==> src/rtl/key_event_queue_pkg.sv <==
// Shared definitions for the keypad input path: key-code width, the "no key"
// code and the accept FSM state type reused by input-filter blocks.
package key_event_queue_pkg;

  localparam int unsigned KEY_W = 5;
  localparam logic [KEY_W-1:0] NO_KEY = 5'h1F;

  typedef enum logic [1:0] {
    ARMED     = 2'd0,
    HELD      = 2'd1,
    RELEASING = 2'd2
  } accept_state_t;

endpackage

==> src/rtl/key_fifo.sv <==
// Generic synchronous FIFO with registered storage; full/empty are derived
// from the occupancy count, and pointers wrap naturally (DEPTH is a power of two).
module key_fifo #(
  parameter int unsigned WIDTH = 5,
  parameter int unsigned DEPTH = 4
) (
  input  logic                       clk,
  input  logic                       rst_n,
  input  logic                       push,
  input  logic                       pop,
  input  logic [WIDTH-1:0]           wr_data,
  output logic [WIDTH-1:0]           rd_data,
  output logic                       full,
  output logic                       empty,
  output logic [$clog2(DEPTH):0]     count
);

  localparam int unsigned AW = $clog2(DEPTH);

  logic [WIDTH-1:0] mem [DEPTH];
  logic [AW-1:0]    wr_ptr;
  logic [AW-1:0]    rd_ptr;
  logic [AW:0]      cnt;
  logic             do_push;
  logic             do_pop;

  assign empty   = (cnt == '0);
  assign full    = (cnt == (AW+1)'(DEPTH));
  assign do_pop  = pop && !empty;
  // A push into a full FIFO still lands when the head leaves in the same cycle.
  assign do_push = push && (!full || do_pop);

  always_ff @(posedge clk or negedge rst_n) begin
    if (!rst_n) begin
      wr_ptr <= '0;
      rd_ptr <= '0;
      cnt    <= '0;
      for (int unsigned i = 0; i < DEPTH; i++) begin
        mem[i] <= '0;
      end
    end else begin
      if (do_push) begin
        mem[wr_ptr] <= wr_data;
        wr_ptr      <= wr_ptr + 1'b1;
      end
      if (do_pop) begin
        rd_ptr <= rd_ptr + 1'b1;
      end
      if (do_push && !do_pop) begin
        cnt <= cnt + 1'b1;
      end else if (do_pop && !do_push) begin
        cnt <= cnt - 1'b1;
      end
    end
  end

  assign rd_data = mem[rd_ptr];
  assign count   = cnt;

endmodule

==> src/rtl/key_event_queue.sv <==
// Turns the scanner's press level into one event per physical press (with a
// release-time re-arm filter) and queues the events behind a valid/ready port.
module key_event_queue
  import key_event_queue_pkg::*;
#(
  parameter int unsigned      DEPTH          = 4,
  parameter int unsigned      RELEASE_CYCLES = 50000,
  parameter logic [KEY_W-1:0] NO_KEY         = key_event_queue_pkg::NO_KEY
) (
  input  logic                   clk,
  input  logic                   rst_n,
  input  logic [KEY_W-1:0]       key_in,
  input  logic                   pressed_in,
  output logic                   evt_valid,
  output logic [KEY_W-1:0]       evt_key,
  input  logic                   evt_ready,
  output logic [$clog2(DEPTH):0] evt_count,
  output logic                   overflow,
  input  logic                   clr_ovf
);

  localparam int unsigned CNT_W = $clog2(RELEASE_CYCLES + 1);

  accept_state_t    state_q;
  accept_state_t    state_d;
  logic [CNT_W-1:0] rel_cnt_q;
  logic [CNT_W-1:0] rel_cnt_d;
  logic             push_req;
  logic             pop_req;
  logic             fifo_full;
  logic             fifo_empty;

  always_ff @(posedge clk or negedge rst_n) begin
    if (!rst_n) begin
      state_q   <= ARMED;
      rel_cnt_q <= '0;
    end else begin
      state_q   <= state_d;
      rel_cnt_q <= rel_cnt_d;
    end
  end

  // The counter holds the number of consecutive low cycles seen so far,
  // including the one that left HELD.
  always_comb begin
    state_d   = state_q;
    rel_cnt_d = rel_cnt_q;
    push_req  = 1'b0;
    unique case (state_q)
      ARMED: begin
        if (pressed_in) begin
          state_d  = HELD;
          push_req = (key_in != NO_KEY);
        end
      end
      HELD: begin
        if (!pressed_in) begin
          rel_cnt_d = CNT_W'(1);
          state_d   = (RELEASE_CYCLES <= 1) ? ARMED : RELEASING;
        end
      end
      RELEASING: begin
        if (pressed_in) begin
          state_d = HELD;
        end else begin
          rel_cnt_d = rel_cnt_q + 1'b1;
          if (rel_cnt_q == CNT_W'(RELEASE_CYCLES - 1)) begin
            state_d = ARMED;
          end
        end
      end
      default: state_d = ARMED;
    endcase
  end

  assign evt_valid = !fifo_empty;
  assign pop_req   = evt_valid && evt_ready;

  key_fifo #(
    .WIDTH (KEY_W),
    .DEPTH (DEPTH)
  ) u_fifo (
    .clk     (clk),
    .rst_n   (rst_n),
    .push    (push_req),
    .pop     (pop_req),
    .wr_data (key_in),
    .rd_data (evt_key),
    .full    (fifo_full),
    .empty   (fifo_empty),
    .count   (evt_count)
  );

  // A drop in the same cycle as clr_ovf keeps the flag set.
  always_ff @(posedge clk or negedge rst_n) begin
    if (!rst_n) begin
      overflow <= 1'b0;
    end else if (push_req && fifo_full && !pop_req) begin
      overflow <= 1'b1;
    end else if (clr_ovf) begin
      overflow <= 1'b0;
    end
  end

endmodule

==> config.mk <==
export PLATFORM = sky130hd
export DESIGN_NAME = key_event_queue
export DESIGN_NICKNAME = d
export VERILOG_FILES = /design/src/rtl/key_event_queue_pkg.sv /design/src/rtl/key_fifo.sv /design/src/rtl/key_event_queue.sv
export SDC_FILE = /design/constraint.sdc
export NUM_CORES = 1
export LEC_CHECK = 0
export CAP_MARGIN = 40
export CORE_UTILIZATION = 57
export CTS_BUF_LIST = sky130_fd_sc_hd__clkbuf_16
export DETAILED_ROUTE_END_ITERATION = 6
export PLACE_DENSITY = 0.79
export SYNTH_ARGS = -nofsm -noshare
export SYNTH_HDL_FRONTEND = slang
export SYNTH_SLANG_ARGS = --single-unit
==> constraint.sdc <==
create_clock -name clk -period 3.9 [get_ports clk]
set_clock_uncertainty 0.2 [all_clocks]
set_input_delay 0.585 -clock clk [delete_from_list [all_inputs] [get_ports clk]]
set_output_delay 0.585 -clock clk [all_outputs]
set_load 0.02 [all_outputs]
## Yosys cells after proc, flatten, opt, wreduce, memory -nomap -nowiden

Index checks and enable logic that the tools add are counted.

| word-level totals | value |
|---|---|
| register bits after elaboration | 46 |
| logic and storage cells | 70 |
| output and inout port bits | 10 |

| cells by class | value |
|---|---|
| $add $sub $neg | 5 |
| $lt $le $gt $ge | 3 |
| eq/ne operators | 9 |
| reduce and logical (&&, ||, !) cells | 21 |
| bitwise gates (word level) | 2 |
| muxes and demuxes | 20 |

Operators by type and width:

| operator | number |
|---|---|
| 2-to-1 mux 16 bit | 2 |
| case mux 16 bit (2 select lines) | 1 |
| bitwise mux 20 bit | 1 |
| adder 16 x 1 -> 16 bit, second input constant | 1 |
| == test 16 bit, second input constant | 1 |
| 2-to-1 mux 5 bit | 3 |
| binary-select mux 5 bit (select 2 bit) | 1 |
| demux 5 bit (select 2 bit) | 1 |
| logical AND 1 bit | 8 |
| 2-to-1 mux 2 bit | 4 |
| >= comparator 3 bit, second input constant | 2 |
| 2-to-1 mux 3 bit | 2 |
| != test 2 bit, second input constant | 3 |
| NOT 2 -> 3 bit | 2 |
| case mux 2 bit (3 select lines) | 1 |
| AND reduction 3 bit | 2 |
| nonzero test 2 bit | 3 |
| logical NOT 1 bit | 5 |
| != test 5 bit, second input constant | 1 |
| adder 2 x 1 -> 2 bit, second input constant | 2 |
| 2-to-1 mux 1 bit | 4 |
| adder 3 x 1 -> 3 bit, second input constant | 1 |
| == test 3 bit, second input constant | 1 |
| logical NOT 3 bit | 1 |
| 7 further kinds | 7 |

## Depth between registers and ports, before layout

Gate-level depths: netlist of run 1.

| depth | value |
|---|---|
| depth after elaboration | 10 |
| depth in mapped cells | 9 |

## Modules after synthesis

A second synthesis of run 1 with hierarchy kept.

| second synthesis, totals | value |
|---|---|
| cells, all modules | 208 |
| area total of the unflattened synthesis | 2,372.3 sq um |

Modules (own cells, without submodules):

| module | area an instance (sq um) | times used | seq. area each (sq um) | cells each |
|---|---|---|---|---|
| key_fifo | 1,281.2 | 1 | 675.6 | 86 |
| key_event_queue | 1,091.0 | 1 | 475.5 | 122 |

## Worst setup path after synthesis of run 1

No wires, ideal clock.

| path | value |
|---|---|
| kind | input-to-reg |
| start | input port pressed_in |
| end | register u_fifo.cnt[2] (netlist: u_fifo.count[2]) |
| arrival time | 2.618 ns |
| stages on the path | 9 |
| buffers on the path | 1 |
| data required time | 3.620 ns |
| path slack | 1.002 ns |
| path through | buf_6 > or3b_4 > a211oi_4 > ha_1 > inv_1 > fa_1 > xor2_1 > nor2_1 > xor2_1 |

| on the way | value |
|---|---|
| longest elaborated chain between the ends | 6 |
| elaborated cells on any way between the ends | 8 |

Ends and longest elaborated chain:

| what | RTL line | source |
|---|---|---|
| from (decl) | key_event_queue.sv:13 | `input logic pressed_in,` |
| 2-to-1 mux 1 bit (*) | key_event_queue.sv:51 | `if (pressed_in) begin` |
| 2-to-1 mux 1 bit (*) | key_event_queue.sv:49 | `unique case (state_q)` |
| logical AND 1 bit (*) | key_fifo.sv:31 | `assign do_push = push && (!full \|\| do_pop);` |
| net u_fifo.do_push | key_fifo.sv:24 | `logic do_push;` |
| logical NOT 1 bit | key_fifo.sv:51 | `end else if (do_pop && !do_push) begin` |
| logical AND 1 bit | key_fifo.sv:51 |  |
| nonzero test 2 bit (no source line) | -- |  |
| to (signal assigned) | key_fifo.sv:50 | `cnt <= cnt + 1'b1;` |
| to (signal assigned) | key_fifo.sv:52 | `cnt <= cnt - 1'b1;` |
| to (decl) | key_fifo.sv:23 | `logic [AW:0] cnt;` |

Mark *: on every way through the listed nets, which the timed path passes. The rest lies on a longest branch.
A chain may end at the register's enable or synchronous reset.

## Worst setup path after layout of run 1

Ends and elaborated chain as after synthesis.

==> impl_metrics.json, run 1 <==
{
  "crit_required_ns": 3.90,
  "core-area_um2": 4030,
  "critPathLaunchType": "input port",
  "worstPathCellList": "clkdlybuf4s50_1 > or3b_4 > a211oi_4 > ha_1 > inv_1 > fa_1 > xor2_1 > nor2_1 > xor2_1",
  "cts_tree": "yes",
  "setup_viol_count_final": 0,
  "cp-end-kind": "flop",
  "rsz0062_at_grt": "false",
  "clock-sinks": 46,
  "slowest_delay_ns": 0.69,
  "yosysTopAreaCell": "dfrtp_1",
  "drtPass1Iterations": 4,
  "antenna_found_initial": 0,
  "r2r-end": "u_fifo.count[1]",
  "maxSlewHeadroom_pct": 49.5,
  "synthTopCellsByArea": "dfrtp_1, mux2_4, mux4_2",
  "grt_usage_pct": 24.9,
  "start_util_pct": 60.0,
  "vias": 1671,
  "critPathArrivalTime_ns": 3.01,
  "grt_overflow": 0,
  "cts_buffers": 5,
  "htreeDepth": 2,
  "critical_path.max_fanout": 11,
  "synth_top_area_share_pct": 47.6,
  "remaining_drc_errors": 0,
  "ant_nets": 0,
  "portBuffers": 19,
  "wirelength_um": 4750,
  "postSynthAreaPerCell_um2": 12.3,
  "worst-setup-path-type": "input port to flop",
  "post_layout_nonfiller_instances": 271,
  "peakVddDrop_mv": 0.441,
  "power.density_nw_per_um2": 688,
  "drive_gt1_share_pct": 20.8,
  "worstSkewPairLatency_ns": 0.28,
  "antennaDiodeCount": 0,
  "io_pins": 20,
  "crit_path_top_delay_cell": "clkdlybuf4s50_1",
  "tightest_slew_ns": 0.747,
  "fp.dieW_um": 67.1,
  "setup_tns_ns": 0,
  "grt_pass1_vias": 1634,
  "fin_hold_ws_ns": 0.0422,
  "syn_to_final_growth_pct": 15.7,
  "p_leak_nw": 1.26,
  "cts.root.buffer_cell": "clkbuf_16",
  "layout.area.seq_um2": 1150,
  "synth.ff_latch_count": 46,
  "floorplan.die.height_um": 67.1,
  "cts.clk_slew.worst_paths_ns": 0.06,
  "mappedNetlistNets": 214,
  "fillers": 291,
  "hold_violations": 0,
  "layout_commonest_cell": "dfrtp_1",
  "cts_buffer_depth": 2,
  "cpLargestDelayFamily": "buffers and inverters",
  "multi_input_area_um2": 1200,
  "ff2ff_path_depth": 6,
  "layout_common_cells": "dfrtp_1, mux2_4, clkdlybuf4s50_1",
  "wl_per_cell_um": 17.5,
  "first_iter_violations": 206,
  "ys_types": 40,
  "dieArea_um2": 4510,
  "gp_congestion": 0.835,
  "fmax_mhz": 332,
  "ys_seq_area_share_pct": 47.6,
  "worstReg2RegStart": "u_fifo.count[0]",
  "dp.cells": 263,
  "synthCells": 197,
  "cts_hold_buf": 0,
  "nNetsFinal": 237,
  "cts-resized-gates": 0,
  "syn_area_um2": 2420,
  "min_period_ns": 3.01,
  "synth.yosys.warnings": 0,
  "drv_cap": 0,
  "grt_pass1_wl_um": 8140,
  "drv_slew": 0,
  "finalCritPeriodShare_pct": 77.2,
  "via_per_inst": 6.17,
  "crit_top_cell": "xor2_1",
  "grt_max_degree": 29,
  "hp-class": "input port to asynchronous set/reset pin",
  "path_buf_inv": 2,
  "rows": 23,
  "outcome": "finished clean",
  "dp_hpwl_um": 3340,
  "rrSetupSlack_ns": 1.36,
  "post_cts_buffers": 0
}
## state kept, by name, summed over array words and instances (netlist names)
signal	count
overflow	1
u_fifo.mem	20
u_fifo.rd_ptr	2
rel_cnt_q	16
state_q	2
u_fifo.count	3
u_fifo.wr_ptr	2
## stage by stage
| step | area, µm² | setup WS [ns] | util (%) | total power [W] |
|---|---|---|---|---|
| floorplan | 2420 | 1.00 | - | 0.00128 |
| global placement | 2640 | 0.736 | 65.5 | 0.00149 |
| detailed placement | 2660 | 0.650 | 66.0 | 0.00153 |
| CTS | 2800 | 0.904 | 69.4 | 0.00194 |
| global route | 2800 | 0.775 | 69.4 | 0.00203 |
| finish | 2800 | 0.889 | 69.4 | 0.00192 |
## area by class of cell
cell class / count / share of cell area (%)
multi-input cells: 138 / 42.9
flip-flops and latches: 46 / 41.2
repair buffers: 22 / 7.87
clock buffers: 5 / 4.47
well taps: 50 / 2.24
inverters: 7 / 0.940
clock inverters: 3 / 0.447
## cell families (layout without fill, tap and decap cells)
kind of cell    Yosys count  count (layout)  synth area share, %
simple gates             63              63                 15.8
fa+ha+maj                 7               7                 3.93
flops                    46              46                 47.6
buf+inv                  13              37                 2.80
mux                      26              26                 17.5
compound gates           29              29                 7.30
xor+xnor                 13              13                 5.02
## worst max-delay path by stage
stage / from / to / slack, ns / cells past startpoint
after floorplan: pressed_in / u_fifo.count[2] / 1.00 / 9
after global placement: pressed_in / u_fifo.count[2] / 0.74 / 9
after detailed placement: pressed_in / u_fifo.count[2] / 0.65 / 9
after CTS: pressed_in / u_fifo.count[2] / 0.90 / 9
after global routing: pressed_in / u_fifo.count[2] / 0.77 / 9
final: pressed_in / u_fifo.count[2] / 0.89 / 9
## synth_stat cells (all sizes together)
| cell | count |
|---|---|
| o221ai | 1 |
| and3 | 3 |
| buf | 4 |
| nand2 | 17 |
| or4b | 1 |
| nand3b | 1 |
| and4 | 1 |
| nand4 | 2 |
| xor2 | 3 |
| ha | 6 |
| xnor2 | 10 |
| nand3 | 4 |
| nand2b | 1 |
| mux2 | 21 |
| or3 | 4 |
| or3b | 1 |
| or4 | 3 |
| nor4 | 5 |
| inv | 7 |
| nand4b | 3 |
| a211o | 1 |
| o21ai | 11 |
| a211oi | 1 |
| a31o | 1 |
| mux4 | 5 |
| a21oi | 13 |
| fa | 1 |
| nor3b | 2 |
| nor2 | 11 |
| a32o | 1 |
| dfrtp | 46 |
| nor4b | 2 |
| nor3 | 2 |
| clkbuf | 2 |
## report_power, final
part	total [W]	switching, W	internal (W)
Clock	0.000395	0.000164	0.000231
Combinational	0.000745	0.000298	0.000447
Sequential	0.000785	0.000152	0.000633
## worst register-to-register path, stage by stage, from the launching register on
cell      delay (ns)
dfrtp_1         0.45
nor4b_1         0.71
a211oi_4        0.10
ha_1            0.25
inv_1           0.07
fa_1            0.39
mux2_2          0.27
## per-layer routing
layer / routed length (µm) / up-vias / track usage (%)
li1: - / 757 / -
met5: 0 / - / 0
met2: 2290 / 61 / 37.0
met3: 222 / 9 / 5.31
met4: 88 / 0 / 9.57
met1: 2150 / 844 / 35.5
(Power assumes the default switching activity.)
==> run 2: changes to the inputs <==
==> constraint.sdc (replaced) <==
create_clock -name clk -period 3.15 [get_ports clk]
set_clock_uncertainty 0.2 [all_clocks]
set_input_delay 0.4725 -clock clk [delete_from_list [all_inputs] [get_ports clk]]
set_output_delay 0.4725 -clock clk [all_outputs]
set_load 0.02 [all_outputs]
==> run 2 against run 1 <==
Net effect:
- register-to-register slack lost 0.77 ns
- highest routed layer unchanged
- worst setup slack lost 0.44 ns
- flip-flop and latch count is the same
- largest power group unchanged
- critical path type unchanged
- non-clock buffer count grew 4
- power grew 25%
- cell count grew 1.5%
- via count shrank 0.84%
- utilization grew 0.78 points
==> impl_metrics.json, run 2 (synthesis results as in run 1) <==
{
  "floorplan.die.height_um": 67.1,
  "fmax_mhz": 371,
  "drv_cap": 0,
  "critPathArrivalTime_ns": 2.66,
  "cp-end-kind": "flop",
  "cts_buffers": 5,
  "syn_to_final_growth_pct": 17.0,
  "critPathLaunchType": "input port",
  "dieArea_um2": 4510,
  "gp_congestion": 0.868,
  "nNetsFinal": 241,
  "remaining_drc_errors": 0,
  "antenna_found_initial": 0,
  "hold_violations": 0,
  "tightest_slew_ns": 0.629,
  "antennaDiodeCount": 0,
  "htreeDepth": 2,
  "grt_max_degree": 35,
  "peakVddDrop_mv": 0.682,
  "maxSlewHeadroom_pct": 57.7,
  "worst-setup-path-type": "input port to flop",
  "vias": 1657,
  "min_delay_path_depth": 1,
  "fillers": 288,
  "grt_usage_pct": 26.7,
  "first_iter_violations": 119,
  "io_pins": 20,
  "layout_common_cells": "dfrtp_1, mux2_4, clkdlybuf4s50_1",
  "hp-class": "flop to flop",
  "cts_tree": "yes",
  "ff2ff_path_depth": 7,
  "largest_register_ffs": 20,
  "cts.root.buffer_cell": "clkbuf_16",
  "worstSkewPairLatency_ns": 0.28,
  "cts.clk_slew.worst_paths_ns": 0.06,
  "layout_commonest_cell": "dfrtp_1",
  "finalCritPeriodShare_pct": 85.7,
  "fp.dieW_um": 67.1,
  "setup_viol_count_final": 0,
  "power.density_nw_per_um2": 853,
  "drv_slew": 0,
  "setup_tns_ns": 0,
  "wirelength_um": 5220,
  "final_area_um2": 2830,
  "wl_per_cell_um": 19.0,
  "top_register": "u_fifo.mem",
  "outcome": "finished clean",
  "crit_required_ns": 3.11,
  "core-area_um2": 4030,
  "portBuffers": 19,
  "placed_area_um2": 2680,
  "ant_nets": 0,
  "p_leak_nw": 1.28,
  "drtPass1Iterations": 4,
  "critical_path.max_fanout": 3,
  "rsz0062_at_grt": "false",
  "start_util_pct": 60.0,
  "drive_gt1_share_pct": 21.3,
  "rrSetupSlack_ns": 0.59,
  "grt_pass1_wl_um": 8620,
  "post_cts_buffers": 0,
  "via_per_inst": 6.03,
  "grt_overflow": 0,
  "grt_pass1_vias": 1715,
  "min_period_ns": 2.70,
  "rows": 23,
  "cts_buffer_depth": 2,
  "dp_hpwl_um": 3620,
  "clock-sinks": 46,
  "cts-resized-gates": 0
}
-- run 2: changes by cell type in the layout (fill, tap and decap cells not counted), sizes merged --
cell | previous run | this run
clkinv | 2 | 3
inv | 8 | 7
buf | 4 | 7
dlygate4sd3 | 0 | 1
-- run 2: metal layers --
metal | part of all wire, % | vias to the layer above | track usage (%) | wire, µm
met3 | 2.7 | 8 | 4.45 | 143
li1 | - | 767 | - | -
met4 | 1.7 | 0 | 10.6 | 91
met2 | 49 | 41 | 43.4 | 2570
met1 | 46 | 841 | 35.4 | 2410
met5 | 0 | - | 0 | 0
-- run 2: power by group --
group / switching [W] / internal [W] / leakage (nW)
logic: 0.000389 / 0.000562 / 0.629
clock network: 0.000200 / 0.000285 / 0.0663
registers: 0.000192 / 0.000784 / 0.581
-- run 2: what timing repair did --
action                                  4_1_cts  5_1_grt
hold buffers                                  1        0
endpoints found under the setup margin        0        0
hold endpoints to repair                     12        0
-- run 2: path summary, 6_finish.rpt --
check                                 from         endpoint
setup / recovery                 evt_ready  u_fifo.count[1]
hold / removal               u_fifo.mem[6]    u_fifo.mem[6]
setup reg to reg           u_fifo.count[0]  u_fifo.count[1]
hold reg to reg              u_fifo.mem[6]    u_fifo.mem[6]
max in group asynchronous            rst_n     rel_cnt_q[3]
min in group asynchronous            rst_n    u_fifo.mem[8]
-- run 2: layout make-up --
type | instances | area, µm² | area share, %
Tap cell | 50 | 62.6 | 2.21
Timing Repair Buffer | 26 | 253 | 8.94
Sequential cell | 46 | 1150 | 40.7
Clock buffer | 5 | 125 | 4.42
Multi-Input combinational cell | 138 | 1200 | 42.4
Inverter | 7 | 26.3 | 0.929
Clock inverter | 3 | 11.3 | 0.398
-- run 2: metrics by stage --
step	util (%)	cells	power, W	hold slack (ns)	setup slack (ns)
floorplan	-	197	0.00158	-0.0231	0.364
global placement	66.1	265	0.00185	0.277	0.271
detailed placement	66.6	266	0.00193	0.192	0.179
CTS	70.2	275	0.00243	0.307	0.424
global route	70.2	275	0.00253	0.333	0.374
finish	70.2	275	0.00241	0.305	0.452
-- run 2: worst max-delay path, stage by stage --
cell,delay [ns]
clkdlybuf4s50_1,0.45
nor4b_1,0.44
buf_4,0.23
a211oi_4,0.05
ha_1,0.24
inv_1,0.08
fa_1,0.42
mux2_2,0.28
==> run 3: changes to the inputs <==
--- a/config.mk
+++ b/config.mk
@@ -9,7 +9,8 @@
 export CORE_UTILIZATION = 57
 export CTS_BUF_LIST = sky130_fd_sc_hd__clkbuf_16
 export DETAILED_ROUTE_END_ITERATION = 6
-export PLACE_DENSITY = 0.79
+export HOLD_SLACK_MARGIN = 0.02
+export PLACE_DENSITY = 0.83
 export SYNTH_ARGS = -nofsm -noshare
 export SYNTH_HDL_FRONTEND = slang
 export SYNTH_SLANG_ARGS = --single-unit
==> run 3 against run 2 <==
Net effect:
- worst hold slack better by 0.0052 ns
- largest cell class unchanged
- via count down 1.2%
- sequential share of layout area down 0.072 points
- critical path type is now flop to output port
- clock-buffer cell count unchanged
- final area up 0.18%
- worst setup slack better by 0.010 ns
- wire length down 10%
- first-iteration DRC count up 18%
- critical path depth down 6
- register-to-register slack better by 0.09 ns
- utilization up 0.12 points
==> impl_metrics.json, run 3 (synthesis results as in run 1) <==
{
  "outcome": "finished clean",
  "grt_max_degree": 36,
  "wl_per_cell_um": 17.0,
  "power.total_w": 0.00239,
  "syn_to_final_growth_pct": 17.2,
  "largest_register_ffs": 20,
  "rrSetupSlack_ns": 0.68,
  "worstPathCellList": "mux4_2 > clkdlybuf4s50_1",
  "fillers": 291,
  "sequentialPowerShare_pct": 40.6,
  "cts_hold_buf": 1,
  "remaining_drc_errors": 0,
  "drtPass1Iterations": 4,
  "core-area_um2": 4030,
  "grt_usage_pct": 24.0,
  "tightest_slew_ns": 0.588,
  "grt_overflow": 0,
  "post_cts_buffers": 0,
  "layout_common_cells": "dfrtp_1, mux2_4, clkdlybuf4s50_1",
  "worstReg2RegStart": "state_q[0]",
  "ant_nets": 0,
  "fmax_mhz": 372,
  "clock-sinks": 46,
  "fp.dieW_um": 67.1,
  "dp_hpwl_um": 3330,
  "worst-setup-path-type": "flop to output port",
  "gp_congestion": 0.758,
  "drive_gt1_share_pct": 21.8,
  "power_frac_comb_pct": 38.4,
  "layout_commonest_cell": "dfrtp_1",
  "htreeDepth": 2,
  "finalCritPeriodShare_pct": 85.3,
  "io_pins": 20,
  "placed_area_um2": 2680,
  "drv_cap": 0,
  "critical_path.max_fanout": 7,
  "drv_slew": 0,
  "rows": 23,
  "portBuffers": 19,
  "critPathArrivalTime_ns": 2.02,
  "final_area_um2": 2830,
  "floorplan.die.height_um": 67.1,
  "r2r-end": "u_fifo.count[2]",
  "maxSlewHeadroom_pct": 60.4,
  "peakVddDrop_mv": 0.528,
  "cp-end-kind": "output port",
  "antenna_found_initial": 0,
  "cts_buffer_depth": 2,
  "p_int_w": 0.00163,
  "wirelength_um": 4680,
  "rsz0062_at_grt": "false",
  "crit_required_ns": 2.48,
  "swShare_pct": 31.8,
  "p_leak_nw": 1.28,
  "dieArea_um2": 4510,
  "cts_tree": "yes",
  "post_layout_nonfiller_instances": 275,
  "cts.clk_slew.worst_paths_ns": 0.06,
  "cts-resized-gates": 0,
  "cts.root.buffer_cell": "clkbuf_16",
  "hp-start": "u_fifo.mem[13]",
  "hp-class": "flop to flop",
  "top_register": "u_fifo.mem",
  "slowest_delay_ns": 0.61,
  "grt_pass1_vias": 1611,
  "p_sw_w": 0.000761,
  "first_iter_violations": 140,
  "min_period_ns": 2.69,
  "antennaDiodeCount": 0,
  "power.density_nw_per_um2": 845,
  "vias": 1637,
  "dp.cells": 266,
  "critPathLaunchType": "flop",
  "worstSkewPairLatency_ns": 0.29,
  "grt_pass1_wl_um": 7780,
  "min_delay_path_depth": 1,
  "start_util_pct": 60.0,
  "crit_path_top_delay_cell": "dfrtp_1",
  "via_per_inst": 5.95,
  "ff2ff_path_depth": 8,
  "worstHoldEndpoint": "u_fifo.mem[13]",
  "hold_violations": 0,
  "setup_tns_ns": 0,
  "nNetsFinal": 241,
  "clkPwrFrac_pct": 21.0,
  "cts_buffers": 5,
  "setup_viol_count_final": 0
}
## run 3: cell counts in the layout (fill, tap and decap cells not counted)
No cell type changed its count.
## run 3: worst max-delay path, delay by kind of cell (launching register included)
family                 cells  cell delay [ns]
muxes                      1             0.57
DFF                        1             0.61
buffers and inverters      1             0.55
## run 3: cell type report
class	instances	area, µm²	area share, %
Clock buffer	5	125	4.42
Tap cell	50	62.6	2.21
Multi-Input combinational cell	138	1200	42.3
Sequential cell	46	1150	40.6
Timing Repair Buffer	26	253	8.92
Inverter	7	26.3	0.928
Clock inverter	3	16.3	0.574
## run 3: through the flow
step | util (%) | hold WS [ns] | worst slack, ns
2_1_floorplan | - | -0.0231 | 0.364
3_3_place_gp | 66.1 | 0.284 | 0.309
5_1_grt | 70.3 | 0.322 | 0.354
3_5_place_dp | 66.6 | 0.179 | 0.255
6_report | 70.3 | 0.310 | 0.462
4_1_cts | 70.3 | 0.308 | 0.424
## run 3: layer usage
layer	up-vias	global-route usage [%]	routed length, µm
li1	766	-	-
met3	8	5.65	184
met4	0	7.18	77
met1	822	34.4	2210
met2	41	36.0	2210
met5	-	0	0
## run 3: power by group through the flow
| stage | logic, W | clock network, W | registers, W |
|---|---|---|---|
| 2_1_floorplan | 0.000668 | 0 | 0.000910 |
| 3_3_place_gp | 0.000897 | 0 | 0.000959 |
| 3_5_place_dp | 0.000921 | 0 | 0.000980 |
| 4_1_cts | 0.000928 | 0.000512 | 0.000972 |
| 5_1_grt | 0.000985 | 0.000536 | 0.000999 |
| 6_report | 0.000918 | 0.000503 | 0.000971 |
## run 3: worst max path at each step
stage / endpoint / from / slack (ns) / depth (start not counted)
after floorplan: u_fifo.count[2] / pressed_in / 0.36 / 9
after global placement: u_fifo.count[2] / pressed_in / 0.31 / 9
after detailed placement: u_fifo.count[2] / pressed_in / 0.25 / 9
after CTS: evt_key[2] / u_fifo.rd_ptr[0] / 0.42 / 2
after global routing: evt_key[2] / u_fifo.rd_ptr[0] / 0.35 / 2
final: evt_key[2] / u_fifo.rd_ptr[0] / 0.46 / 2
